--- src/rtl/pwm_if.sv ---
// Control and gate-drive bundle between the commutation logic and the PWM block.
// The master drives enables, period, duty and load; the slave returns gate drives and status.
interface pwm_if #(
    parameter int WIDTH = 8,
    parameter int NCH   = 3
);
    logic                 ce;
    logic [WIDTH-1:0]     period;
    logic [NCH*WIDTH-1:0] duty;
    logic                 load;
    logic [NCH-1:0]       en;
    logic [NCH-1:0]       hi;
    logic [NCH-1:0]       lo;
    logic                 sync;
    logic                 busy;

    modport master (
        output ce, period, duty, load, en,
        input  hi, lo, sync, busy
    );

    modport slave (
        input  ce, period, duty, load, en,
        output hi, lo, sync, busy
    );
endinterface

--- src/rtl/pwm_3ph_deadtime.sv ---
// Edge-aligned multi-channel PWM with shadow-buffered period/duty and
// complementary gate outputs separated by a per-channel dead-time gap.
module pwm_3ph_deadtime #(
    parameter int WIDTH    = 8,
    parameter int NCH      = 3,
    parameter int DEADTIME = 4
) (
    input logic   clk,
    input logic   rst_n,
    pwm_if.slave  bus
);
    localparam logic [WIDTH-1:0] DT_VAL = WIDTH'(DEADTIME);

    logic [WIDTH-1:0]     cnt;
    logic [WIDTH-1:0]     per_act;
    logic [WIDTH-1:0]     per_sh;
    logic [NCH*WIDTH-1:0] duty_act;
    logic [NCH*WIDTH-1:0] duty_sh;
    logic                 busy_q;
    logic                 sync_q;
    logic                 at_tc;
    logic                 commit;

    logic [NCH-1:0]       raw;
    logic [NCH-1:0]       raw_q;
    logic [NCH-1:0]       raw_nxt;
    logic [NCH-1:0]       hi_q;
    logic [NCH-1:0]       lo_q;
    logic [NCH-1:0]       hi_d;
    logic [NCH-1:0]       lo_d;
    logic [WIDTH-1:0]     dt_cnt [NCH];
    logic [WIDTH-1:0]     dt_nxt [NCH];

    assign at_tc  = (cnt == per_act);
    // A load landing on the commit cycle bypasses the shadow and takes effect directly.
    assign commit = bus.ce && at_tc && (busy_q || bus.load);

    always_ff @(posedge clk or negedge rst_n) begin
        if (!rst_n) begin
            cnt      <= '0;
            per_act  <= '0;
            per_sh   <= '0;
            duty_act <= '0;
            duty_sh  <= '0;
            busy_q   <= 1'b0;
            sync_q   <= 1'b0;
        end else begin
            sync_q <= bus.ce && (cnt == '0);
            if (bus.ce) begin
                cnt <= at_tc ? '0 : cnt + 1'b1;
            end
            if (bus.load) begin
                per_sh  <= bus.period;
                duty_sh <= bus.duty;
            end
            if (commit) begin
                per_act  <= bus.load ? bus.period : per_sh;
                duty_act <= bus.load ? bus.duty : duty_sh;
                busy_q   <= 1'b0;
            end else if (bus.load) begin
                busy_q <= 1'b1;
            end
        end
    end

    // Gate outputs are derived from the next dead-time state so that EN acts on the
    // very next edge even while CE is low.
    always_comb begin
        raw     = '0;
        raw_nxt = '0;
        hi_d    = '0;
        lo_d    = '0;
        for (int i = 0; i < NCH; i++) begin
            dt_nxt[i]  = dt_cnt[i];
            raw[i]     = (cnt < duty_act[i*WIDTH +: WIDTH]);
            raw_nxt[i] = bus.ce ? raw[i] : raw_q[i];
            if (bus.ce) begin
                if (raw[i] != raw_q[i]) begin
                    dt_nxt[i] = DT_VAL;
                end else if (dt_cnt[i] != '0) begin
                    dt_nxt[i] = dt_cnt[i] - 1'b1;
                end
            end
            hi_d[i] = bus.en[i] && (dt_nxt[i] == '0) && raw_nxt[i];
            lo_d[i] = bus.en[i] && (dt_nxt[i] == '0) && !raw_nxt[i];
        end
    end

    always_ff @(posedge clk or negedge rst_n) begin
        if (!rst_n) begin
            raw_q <= '0;
            hi_q  <= '0;
            lo_q  <= '0;
            for (int i = 0; i < NCH; i++) begin
                dt_cnt[i] <= '0;
            end
        end else begin
            raw_q <= raw_nxt;
            hi_q  <= hi_d;
            lo_q  <= lo_d;
            for (int i = 0; i < NCH; i++) begin
                dt_cnt[i] <= dt_nxt[i];
            end
        end
    end

    assign bus.hi   = hi_q;
    assign bus.lo   = lo_q;
    assign bus.sync = sync_q;
    assign bus.busy = busy_q;
endmodule

--- src/flat_wrapper.sv ---
// flat-port wrapper written by rule: the top's interface ports become plain ports
module pwm_3ph_deadtime_flat 
#(
    parameter int WIDTH    = 8,
    parameter int NCH      = 3,
    parameter int DEADTIME = 4
)
  (clk, rst_n, bus_ce, bus_period, bus_duty, bus_load, bus_en, bus_hi, bus_lo, bus_sync, bus_busy);
  pwm_if #(.WIDTH(WIDTH), .NCH(NCH)) bus_i ();
  input logic clk;
  input logic rst_n;
  input wire logic [$bits(bus_i.ce)-1:0] bus_ce;
  input wire logic [$bits(bus_i.period)-1:0] bus_period;
  input wire logic [$bits(bus_i.duty)-1:0] bus_duty;
  input wire logic [$bits(bus_i.load)-1:0] bus_load;
  input wire logic [$bits(bus_i.en)-1:0] bus_en;
  output wire logic [$bits(bus_i.hi)-1:0] bus_hi;
  output wire logic [$bits(bus_i.lo)-1:0] bus_lo;
  output wire logic [$bits(bus_i.sync)-1:0] bus_sync;
  output wire logic [$bits(bus_i.busy)-1:0] bus_busy;
  assign bus_i.ce = bus_ce;
  assign bus_i.period = bus_period;
  assign bus_i.duty = bus_duty;
  assign bus_i.load = bus_load;
  assign bus_i.en = bus_en;
  assign bus_hi = bus_i.hi;
  assign bus_lo = bus_i.lo;
  assign bus_sync = bus_i.sync;
  assign bus_busy = bus_i.busy;
  pwm_3ph_deadtime #(.WIDTH(WIDTH), .NCH(NCH), .DEADTIME(DEADTIME)) u_core (.clk(clk), .rst_n(rst_n), .bus(bus_i));
endmodule
--- config.mk ---
export PLATFORM = sky130hd
export DESIGN_NAME = pwm_3ph_deadtime_flat
export DESIGN_NICKNAME = d
export VERILOG_FILES = /design/src/rtl/pwm_if.sv /design/src/rtl/pwm_3ph_deadtime.sv /design/src/flat_wrapper.sv
export SDC_FILE = /design/constraint.sdc
export NUM_CORES = 1
export LEC_CHECK = 0
export ABC_AREA = 1
export CORE_AREA = 3 3 111 113
export CTS_BUF_LIST = sky130_fd_sc_hd__clkbuf_8
export DETAILED_ROUTE_END_ITERATION = 6
export DIE_AREA = 0 0 114 116
export HOLD_SLACK_MARGIN = 0.12
export PLACE_DENSITY = 0.69
export SLEW_MARGIN = 25
export SYNTH_ARGS = -nofsm -noshare
export SYNTH_HDL_FRONTEND = slang
export SYNTH_SLANG_ARGS = --single-unit
--- constraint.sdc ---
create_clock -name clk -period 2.1 [get_ports clk]
set_clock_uncertainty 0.2 [all_clocks]
set_input_delay 0.42 -clock clk [delete_from_list [all_inputs] [get_ports clk]]
set_output_delay 0.42 -clock clk [all_outputs]
set_load 0.02 [all_outputs]
Word-level counts from Yosys, hierarchy flattened
Index checks and enable logic that the tools add are counted.
{"block": "totals", "regBits": 107, "output_inout_bits": 8}
{"block": "op_classes", "n_addsub": 4, "n_lt_le_gt_ge": 3, "eq_ne": 4, "mux": 17, "reduce_logical": 24}
{"cell": "8-bit 2-to-1 mux", "n": 11}
{"cell": "8-bit logical NOT", "n": 4}
{"cell": "8-bit less-than comparator", "n": 3}
{"cell": "24-bit 2-to-1 mux", "n": 1}
{"cell": "8-bit nonzero test", "n": 3}
{"cell": "8-bit by 1-bit subtractor with 8-bit output, second input constant", "n": 3}
{"cell": "1-bit logical AND", "n": 12}
{"cell": "8-bit by 1-bit adder with 8-bit output, second input constant", "n": 1}
{"cell": "8-bit == test", "n": 1}
{"cell": "1-bit 2-to-1 mux", "n": 5}
{"cell": "1-bit logical NOT", "n": 3}
{"cell": "1-bit != test", "n": 3}
{"cell": "2-bit nonzero test", "n": 1}
{"cell": "1-bit logical OR", "n": 1}

Longest topological paths before layout
Gate-level depths: netlist of the first run.
{"block": "depth", "word_depth": 7, "mapped_depth": 15, "depth_no_buf": 15}

Worst setup path before layout of the first run
Ideal clock, no wire load.
{"block": "synth_timing", "kind": "reg-to-reg", "from": "register u_core.cnt[7]", "to": "register u_core.hi_q[0] (netlist: u_core.bus.hi[0])", "setup_ns": 0.086, "t_arrival_ns": 1.618, "path_slack_ns": 0.196, "path_stages_with_launch": 14, "path_buffers": 0, "path_cell_list": "dfrtp_1 ha_1 nand2_1 inv_1 nor2_1 o21a_1 nand2_1 nand2_1 nand2_1 nand2_1 o21ai_0 inv_1 nand2_1 nor3_1"}
{"item": "start: declaration", "line": "pwm_3ph_deadtime.sv:14", "source": "logic [WIDTH-1:0] cnt;"}
{"item": "start signal: assignment", "line": "pwm_3ph_deadtime.sv:50", "source": "cnt <= at_tc ? '0 : cnt + 1'b1;"}
{"item": "end signal: assignment", "line": "pwm_3ph_deadtime.sv:99", "source": "hi_q <= hi_d;"}
{"item": "end: declaration", "line": "pwm_3ph_deadtime.sv:27", "source": "logic [NCH-1:0] hi_q;"}

Worst setup path in the final report of the first run
{"block": "layout_timing", "from": "register u_core.cnt[7]", "to": "register u_core.per_act[4]"}
{"block": "layout_between", "elab_chain_cells": 3}
{"item": "8-bit == test", "line": "pwm_3ph_deadtime.sv:34", "source": "assign at_tc = (cnt == per_act);"}
{"item": "1-bit logical AND (2 in series)", "line": "pwm_3ph_deadtime.sv:36", "source": "assign commit = bus.ce && at_tc && (busy_q || bus.load);"}
{"item": "end signal: assignment", "line": "pwm_3ph_deadtime.sv:57", "source": "per_act <= bus.load ? bus.period : per_sh;"}
{"item": "end: declaration", "line": "pwm_3ph_deadtime.sv:15", "source": "logic [WIDTH-1:0] per_act;"}
No other way between the ends.
A chain may end at the register's enable or synchronous reset.

==> summary by stage, run 1 <==
Timing
Of the available clock period, the critical path in the final layout requires 106%. The top achievable clock speed is 0.450 GHz. The total count of hold-check failures in the final report is 0. For the pin with the worst max-slew slack, the measured transition is 0.392 ns.

The relative slew slack is 73.6%. The final setup slack of the worst path is -0.125 ns. The final max-slew violation count is 0.

The final number of setup-violating endpoints is 35. Setup repair after global routing could not meet its margin everywhere. The minimum period implied by the final worst setup slack is 2.22 ns.

Cells and area
The share of post-route cells with drive strength above 1 is 20.6%. The layout has 962 filler cells. 0 antenna diodes ended up in the layout.

The design area is 7260 um^2. After the last flow step, the layout net total stands at 878. From synthesis to final layout, the design area changed by 28.1%.

Logic synthesis
The portion of synthesized cell area occupied by the leading cell type is 47.2%. The mux cell area share after synthesis is 0%. By area the synthesized netlist is led by sky130_fd_sc_hd__dfrtp_1 47%, sky130_fd_sc_hd__nand2_1 17%, sky130_fd_sc_hd__ha_1 6.4%, sky130_fd_sc_hd__inv_1 6.4%, sky130_fd_sc_hd__nand3_1 4.2%. The commonest cells after synthesis are 257 x sky130_fd_sc_hd__nand2_1, 107 x sky130_fd_sc_hd__dfrtp_1, 96 x sky130_fd_sc_hd__inv_1, 48 x sky130_fd_sc_hd__nand3_1, 45 x sky130_fd_sc_hd__nor2_1. Yosys mapped a number of flops with a built-in enable equal to 0. The synthesized area divided by synthesized cell count is 7.91 um^2. The xor/xnor cell area share of the yosys netlist is 2.78%. The synthesized netlist devotes 8.43% of its cell area to compound gates. After synthesis, the share of flip-flops with an asynchronous set or reset is 100%. Of the total synthesized cell area, the portion taken by AND, OR, NAND and NOR gates is 26.3%. The most frequent cell after synthesis is sky130_fd_sc_hd__nand2_1. The synthesized design spends more area on one cell type than any other, namely sky130_fd_sc_hd__dfrtp_1.

The number of library cell types mapped by synthesis is 29. The count of warnings emitted by yosys is 0. The synthesized netlist devotes 6.40% of its cell area to adder and majority cells. After synthesis, the largest family of logic cells by area is simple AND/OR/NAND/NOR gates.

The post-synth design cell area is 5670 um^2. The synthesized instance count is 717. The net count after synthesis is 785. The total of flip-flops plus latches after synthesis is 107.

The share of synthesized area occupied by flip-flops and latches is 47.2%. In the synthesized netlist the dominant register cell turns out to be sky130_fd_sc_hd__dfrtp_1.

Clocking
The number of levels the H-tree was split into is 3. The number of buffers between clock root and the deepest sink is 2. The number of clock sinks is 107. The number of CTS-inserted buffers is 9. At the later pin of the worst-skew pair, clock insertion delay measures 0.39 ns. The tree is rooted in a sky130_fd_sc_hd__clkbuf_8. TritonCTS built the clock tree. After clock tree synthesis, the clock-pin slew on the worst setup and hold paths is 0.10 ns.

Setup path
Setup slack on the worst reg-to-reg path comes out at -0.12 ns. The launching element type of the critical path is a flip-flop. Among all stages on the critical path, the largest delay is contributed by sky130_fd_sc_hd__dfrtp_2. On the worst path, the slowest cell contributes a delay of 0.50 ns. The arrival time at the worst endpoint is 2.31 ns. The required time of the worst setup path is 2.19 ns. Walking the worst path, the cells encountered are buf_6, nand2_1, nand4_1, nor3_4, nand2_2, a21oi_4, buf_12, buf_12, buf_16, o21ai_2. The most common cell type on the critical path is sky130_fd_sc_hd__buf_12. Along the worst path, the maximum fanout reaches 5. The setup path with the least slack is of type flip-flop to flip-flop. The worst setup path is captured at a flip-flop.

Floorplanning
In this run the count of I/O pins placed on the die edge is 47. After floorplanning, the core was sized to cover 11400 um^2. In this run the vertical extent of the chip is 116 um. The die outline width is 114 um. The die covers 13200 um^2. The number of cell rows is 39. For this configuration, the core starts out at a cell density of 49.7%.

Route
Detailed routing inserted a total of 4768 vias. The routed metal-1 wire length is 6.09 mm. Dividing the detail-routed wire length by the instance count gives 14.0 um. The detailed router finished its first iteration with 236 violations. For this run, the detailed router's first-pass iteration total came to 4.

The detail route stage leaves a number of antenna-violating nets equal to 0. The routed length on met2 is 6.49 mm. Routed signal wires occupy layers up through met4. The via-per-instance ratio is 4.98.

For this run, design rule violations remaining after detail routing come to 0. Summed over all nets, wire length on met3 after detailed routing comes to 655 um. The routed design has 13.5 mm of wire.

Run status
The final reports fail on negative setup slack. The flow ran to the end, but the final reports show violations.

Job
The tool flagged a number of max-cap violations equal to 0.

Global routing
The initial antenna violation count is 0. The maximum number of pins on one net before global-route repair is 49. The total overflow reported by the global router is 0.

Global routing used 21.7% of the available tracks across all layers. The first global-routing pass estimated 22.8 mm of wire. The number of global-route vias before repair is 4907.

Pwr
After layout, the design draws a total of 0.00824 W. Dividing total power by cell area gives a power density of 1130 nW/um^2. IR analysis of the VDD net gives a maximum drop of 0.640 mV. The static power due to leakage is 3.72 nW.

Place
The total placed instance area is 6550 um^2. The HPWL reported at the end of detailed placement is 9.29 mm. During placement, the flow inserted port buffers numbering 46. Before CTS, the worst setup slack after placement is -0.154 ns. The final RePlAce weighted congestion is 0.889.

Min path
The kind of path behind the tightest hold check is input pin to asynchronous set/reset pin.
through the flow:
step	hold slack (ns)	TNS, ns	util (%)	cells
finish	0.253	-2.89	63.6	958
global route	0.264	-5.44	63.6	958
CTS	0.248	-0.856	62.5	959
detailed placement	0.131	-2.15	57.4	930
global placement	0.127	-0.875	57.4	930
floorplan	-0.0756	0	-	717
layout by cell type, fill, tap and decap left out, types with 8 or more instances in the layout:
cell                              netlist  final
sky130_fd_sc_hd__nand2_1              257    238
sky130_fd_sc_hd__clkdlybuf4s50_1        0     45
sky130_fd_sc_hd__inv_1                 96     94
sky130_fd_sc_hd__nand3_1               48     42
sky130_fd_sc_hd__nor2_1                45     41
sky130_fd_sc_hd__o21ai_2               27     30
sky130_fd_sc_hd__buf_4                  0     38
sky130_fd_sc_hd__a21oi_1               20     17
sky130_fd_sc_hd__dfrtp_1              107    101
sky130_fd_sc_hd__ha_1                  29     22
sky130_fd_sc_hd__xor2_1                11     11
sky130_fd_sc_hd__o21ai_0               16     12
sky130_fd_sc_hd__inv_2                  6      8
sky130_fd_sc_hd__nor2_2                 5      9
sky130_fd_sc_hd__nand2_2                1     20
sky130_fd_sc_hd__clkbuf_8               0      9
what timing repair did:
| item | 4_1_cts | 5_1_grt |
|---|---|---|
| gates resized for setup | 39 | 41 |
| gates cloned | 4 | 0 |
| endpoints found under the hold margin | 107 | 0 |
| buffers inserted | 9 | 1 |
| hold buffers | 1 | 0 |
| pin swaps | 8 | 9 |
| endpoints found under the setup margin | 39 | 41 |
path summary, 6_finish.rpt:
kind / endpoint / startpoint / cells after the start
worst max-delay path: u_core.per_act[4]$_DFFE_PN0P_ / u_core.cnt[7]$_DFFE_PN0P_ / 10
worst min-delay path: u_core.duty_sh[3]$_DFF_PN0_ / rst_n / 2
worst max register to register: u_core.per_act[4]$_DFFE_PN0P_ / u_core.cnt[7]$_DFFE_PN0P_ / 10
worst min register to register: u_core.duty_sh[9]$_DFF_PN0_ / u_core.duty_sh[9]$_DFF_PN0_ / 2
max in group asynchronous: u_core.cnt[1]$_DFFE_PN0P_ / rst_n / 3
min in group clk: u_core.duty_sh[9]$_DFF_PN0_ / u_core.duty_sh[9]$_DFF_PN0_ / 2
power breakdown:
part           internal, W  switching, W
registers          0.00254      0.000426
clock network     0.000792      0.000734
logic              0.00163       0.00212
total              0.00496       0.00328
layer usage:
metal	vias to the layer above	track usage (%)
li1	2414	-
met1	2244	28.4
met2	88	36.7
met3	22	2.98
met4	0	8.39
met5	-	0
sequential cells by signal (all words and copies together), names as in the netlist:
signal           flops
u_core.bus.busy      1
u_core.bus.hi        3
u_core.bus.lo        3
u_core.bus.sync      1
u_core.cnt           8
u_core.dt_cnt       24
u_core.duty_act     24
u_core.duty_sh      24
u_core.per_act       8
u_core.per_sh        8
u_core.raw_q         3
cells by family after synthesis:
kind of cell / count (synthesis)
AOI/OAI and AO/OA: 72
xor gates and xnor gates: 18
adders and majority gates: 29
buffers and inverters: 121
DFF: 107
and+or+nand+nor: 370
worst max-delay path: cells and delay by family (launching register included):
kind | cells | cell delay [ns]
compound gates | 2 | 0.25
buf+inv | 4 | 0.54
flops | 1 | 0.50
simple gates | 4 | 0.62
cell type report:
type / count / area (um^2) / area share (%)
Clock buffer: 9 / 124 / 1.71
Clock inverter: 7 / 116 / 1.60
Inverter: 103 / 389 / 5.36
Multi-Input combinational cell: 489 / 2750 / 37.8
Sequential cell: 107 / 2690 / 37.0
Tap cell: 143 / 179 / 2.46
Timing Repair Buffer: 100 / 1020 / 14.1
Power figures use the tool's default switching activity.
==> run 2, diff against run 1 <==
--- a/config.mk
+++ b/config.mk
@@ -8,10 +8,12 @@
 export ABC_AREA = 1
 export CORE_AREA = 3 3 111 113
 export CTS_BUF_LIST = sky130_fd_sc_hd__clkbuf_8
+export CTS_CLUSTER_DIAMETER = 60
 export DETAILED_ROUTE_END_ITERATION = 6
 export DIE_AREA = 0 0 114 116
 export HOLD_SLACK_MARGIN = 0.12
 export PLACE_DENSITY = 0.69
+export SKIP_CTS_REPAIR_TIMING = 1
 export SLEW_MARGIN = 25
 export SYNTH_ARGS = -nofsm -noshare
 export SYNTH_HDL_FRONTEND = slang
==> run 2 against run 1 <==
Cell count decreased by 0.42%. Core utilization decreased by 0.34 points. Clock-buffer cell count unchanged. Setup slack got worse by 0.026 ns. Highest routed layer unchanged. Power up 1.1%. The run still ends with negative setup slack left. Fmax decreased by 1.1%. Combinational power is 2% higher. Sequential power about the same.
==> summary by stage, run 2 (synthesis gave the netlist of run 1 again) <==
Timing
For the finished layout, the period the worst path requires is 2.25 ns. Once routing completed, OpenROAD measured the worst setup slack at -0.150 ns. For this run, the top clock speed supported by timing is 0.444 GHz. Setup violations remaining at the end of the flow were counted as 38. The portion of the clock cycle consumed by the worst path in the final layout is 107%.

The total count of hold-check failures in the final report was 0. Setup repair after global routing could not meet its margin everywhere. The final max-slew violation count is 0. In this run the tightest slew margin relative to its limit is 73.8%.

Across all hold checks on the routed design, the worst slack comes to 0.258 ns. The slew at the pin with the worst max-slew slack is 0.390 ns.

Floorplanning
After floorplanning, the core was divided into 39 placement rows. The die is 116 um tall. The core area is 11400 um^2. In this run the horizontal extent of the chip is 114 um.

The starting density of the core is 49.7%. The die covers 13200 um^2. The I/O pin count is 47.

Cells and area
The number of inserted filler cells in the final layout is 971. The final standard cell utilization of the core is 63.3%. The count of placed standard cells in the final layout, fillers left out is 954.

The total inserted antenna cells is 0. The count of nets after finishing is 874. The sequential cells in the finished layout cover a total of 2690 um^2.

The multi-input combinational cells in the finished layout cover a total of 2800 um^2. From synthesis to final layout, the design area changed by 27.4%. The library cell used most frequently in the layout, excluding fill and tap cells, is sky130_fd_sc_hd__nand2_1. Of the cells placed in the final design, the portion with a size suffix greater than 1 is 22.1%. After routing the design area is 7220 um^2. In the final layout, the registers with the most flip-flops are u_core.dt_cnt: 24 flops, u_core.duty_act: 24 flops, u_core.duty_sh: 24 flops. The top cell types in the final layout, fill and taps aside, are 225 x sky130_fd_sc_hd__nand2_1, 101 x sky130_fd_sc_hd__dfrtp_1, 94 x sky130_fd_sc_hd__inv_1.

Setup path
The startpoint of the worst-slack reg-to-reg timing path is u_core.cnt[5]$_DFFE_PN0P_. The startpoint-to-endpoint class of the critical path is flip-flop to flip-flop. For this run, the slowest stage of the critical path takes 0.51 ns. For this design, the slowest cell found on the critical path is sky130_fd_sc_hd__dfrtp_2. The worst setup path is launched from a flip-flop.

In this run the worst setup path begins at u_core.cnt[5]$_DFFE_PN0P_. In this run the worst path has a maximum fanout of 8. At the worst endpoint, the arrival time is 2.36 ns. The most numerous cell type found on the critical path is sky130_fd_sc_hd__buf_4. The critical path endpoint category is a flip-flop. The gate family responsible for the most delay along the worst path is simple AND/OR/NAND/NOR gates. The number of buffers and inverters on the critical path is 3.

The critical path goes through buf_4, xnor2_1, nand4_1, nor3_2, nand2_2, a21oi_4, buf_4, buf_8, nand2_1, o21ai_2. Data on the critical path is required at its endpoint by 2.21 ns.

Pwr
Per report_power, the sequential group accounts for 35.8% of the total. For this design the static power due to leakage is 3.70 nW. The combinational share of power is 45.9%.

The ratio of total power to cell area is 1150 nW/um^2. The switching portion of total power is 40.4%. The internal portion of total power is 0.00496 W. Per report_power, the clock group accounts for 18.3% of the total. The net switching power figure is 0.00337 W. The worst-case IR drop observed on VDD is 0.651 mV.

Route
In the final routed layout, each cell accounts on average for 14.1 um. The first TritonRoute pass finished after 4 iterations. In the routed layout, each cell is associated on average with a via count of 4.99. After the first detailed-routing iteration, the DRC count stood at 246. The number of DRC violations after detailed routing is 0. The routed design has 13.5 mm of wire. The final route contains 4765 vias. The final antenna-violating net count is 0.

Global routing
Global routing finished with a remaining overflow of 0. The global-route total usage across every layer is 20.3%. Entering global routing, the biggest net connects 49 pins.

The wire length of the first global-routing pass is 21.4 mm. The initial antenna violation count is 0. The number of global-route vias before repair is 4628.

Clocking
In this run the clock root is driven by a sky130_fd_sc_hd__clkbuf_8. Clock tree synthesis inserted a total of 9 buffers. The latest clock arrival within the worst-skew pair is 0.39 ns. The number of levels the H-tree was split into is 3. The register clock-pin slew on the reported worst setup and hold paths is 0.10 ns.

TritonCTS built the clock tree. For this design, the sink count on the clock tree is 107. The number of buffers between clock root and the deepest sink is 2.

Place
The count of input and output buffers is 46. The pre-CTS setup slack is -0.154 ns. The final RePlAce weighted congestion is 0.889. The HPWL reported at the end of detailed placement is 9.29 mm.

Once placement completed, the tool counted placed cells totaling 930. After detailed placement, the total cell area comes to 6550 um^2.

Min path
The kind of path behind the tightest hold check is input pin to asynchronous set/reset pin.

Run status
The flow ran to the end, but the final reports show violations. The final reports fail on negative setup slack.

Job
Max-cap violations in this run came to 0.
-- run 2: per-stage QoR --
step / setup TNS (ns) / power [W]
finish: -4.42 / 0.00833
global route: -6.27 / 0.00898
CTS: -3.20 / 0.00781
detailed placement: -2.15 / 0.00626
global placement: -0.875 / 0.00618
floorplan: 0 / 0.00513
-- run 2: final cells by class --
class | count | area share, %
inverter | 103 | 5.35
timing repair buffer | 96 | 12.9
clock inverter | 7 | 1.61
multi-input combinational | 489 | 38.8
tap | 143 | 2.48
sequential | 107 | 37.2
clock buffer | 9 | 1.71
-- run 2: worst paths after layout --
path,to,slack (ns),cells after the start
worst max-delay path,u_core.duty_act[13]$_DFFE_PN0P_,-0.15,10
worst min-delay path,u_core.duty_sh[3]$_DFF_PN0_,0.26,2
worst max register to register,u_core.duty_act[13]$_DFFE_PN0P_,-0.15,10
worst min register to register,u_core.duty_sh[8]$_DFF_PN0_,0.28,2
max in group asynchronous,u_core.cnt[1]$_DFFE_PN0P_,0.88,3
min in group clk,u_core.duty_sh[8]$_DFF_PN0_,0.28,2
-- run 2: power groups by stage --
stage          clock [W]  combinational [W]  sequential [W]
2_1_floorplan          0            0.00226         0.00287
3_3_place_gp           0            0.00325         0.00293
3_5_place_dp           0            0.00331         0.00295
4_1_cts          0.00156            0.00334         0.00291
5_1_grt          0.00163            0.00433         0.00302
6_report         0.00152            0.00383         0.00298
-- run 2: layer usage --
metal  vias to the layer above  global-route usage (%)  part of all wire (%)
met5                         -                       0                     0
met4                         0                    7.84                   2.0
met2                        68                    33.6                    49
met1                      2266                    27.2                    46
li1                       2410                       -                     -
met3                        21                    2.87                   3.1
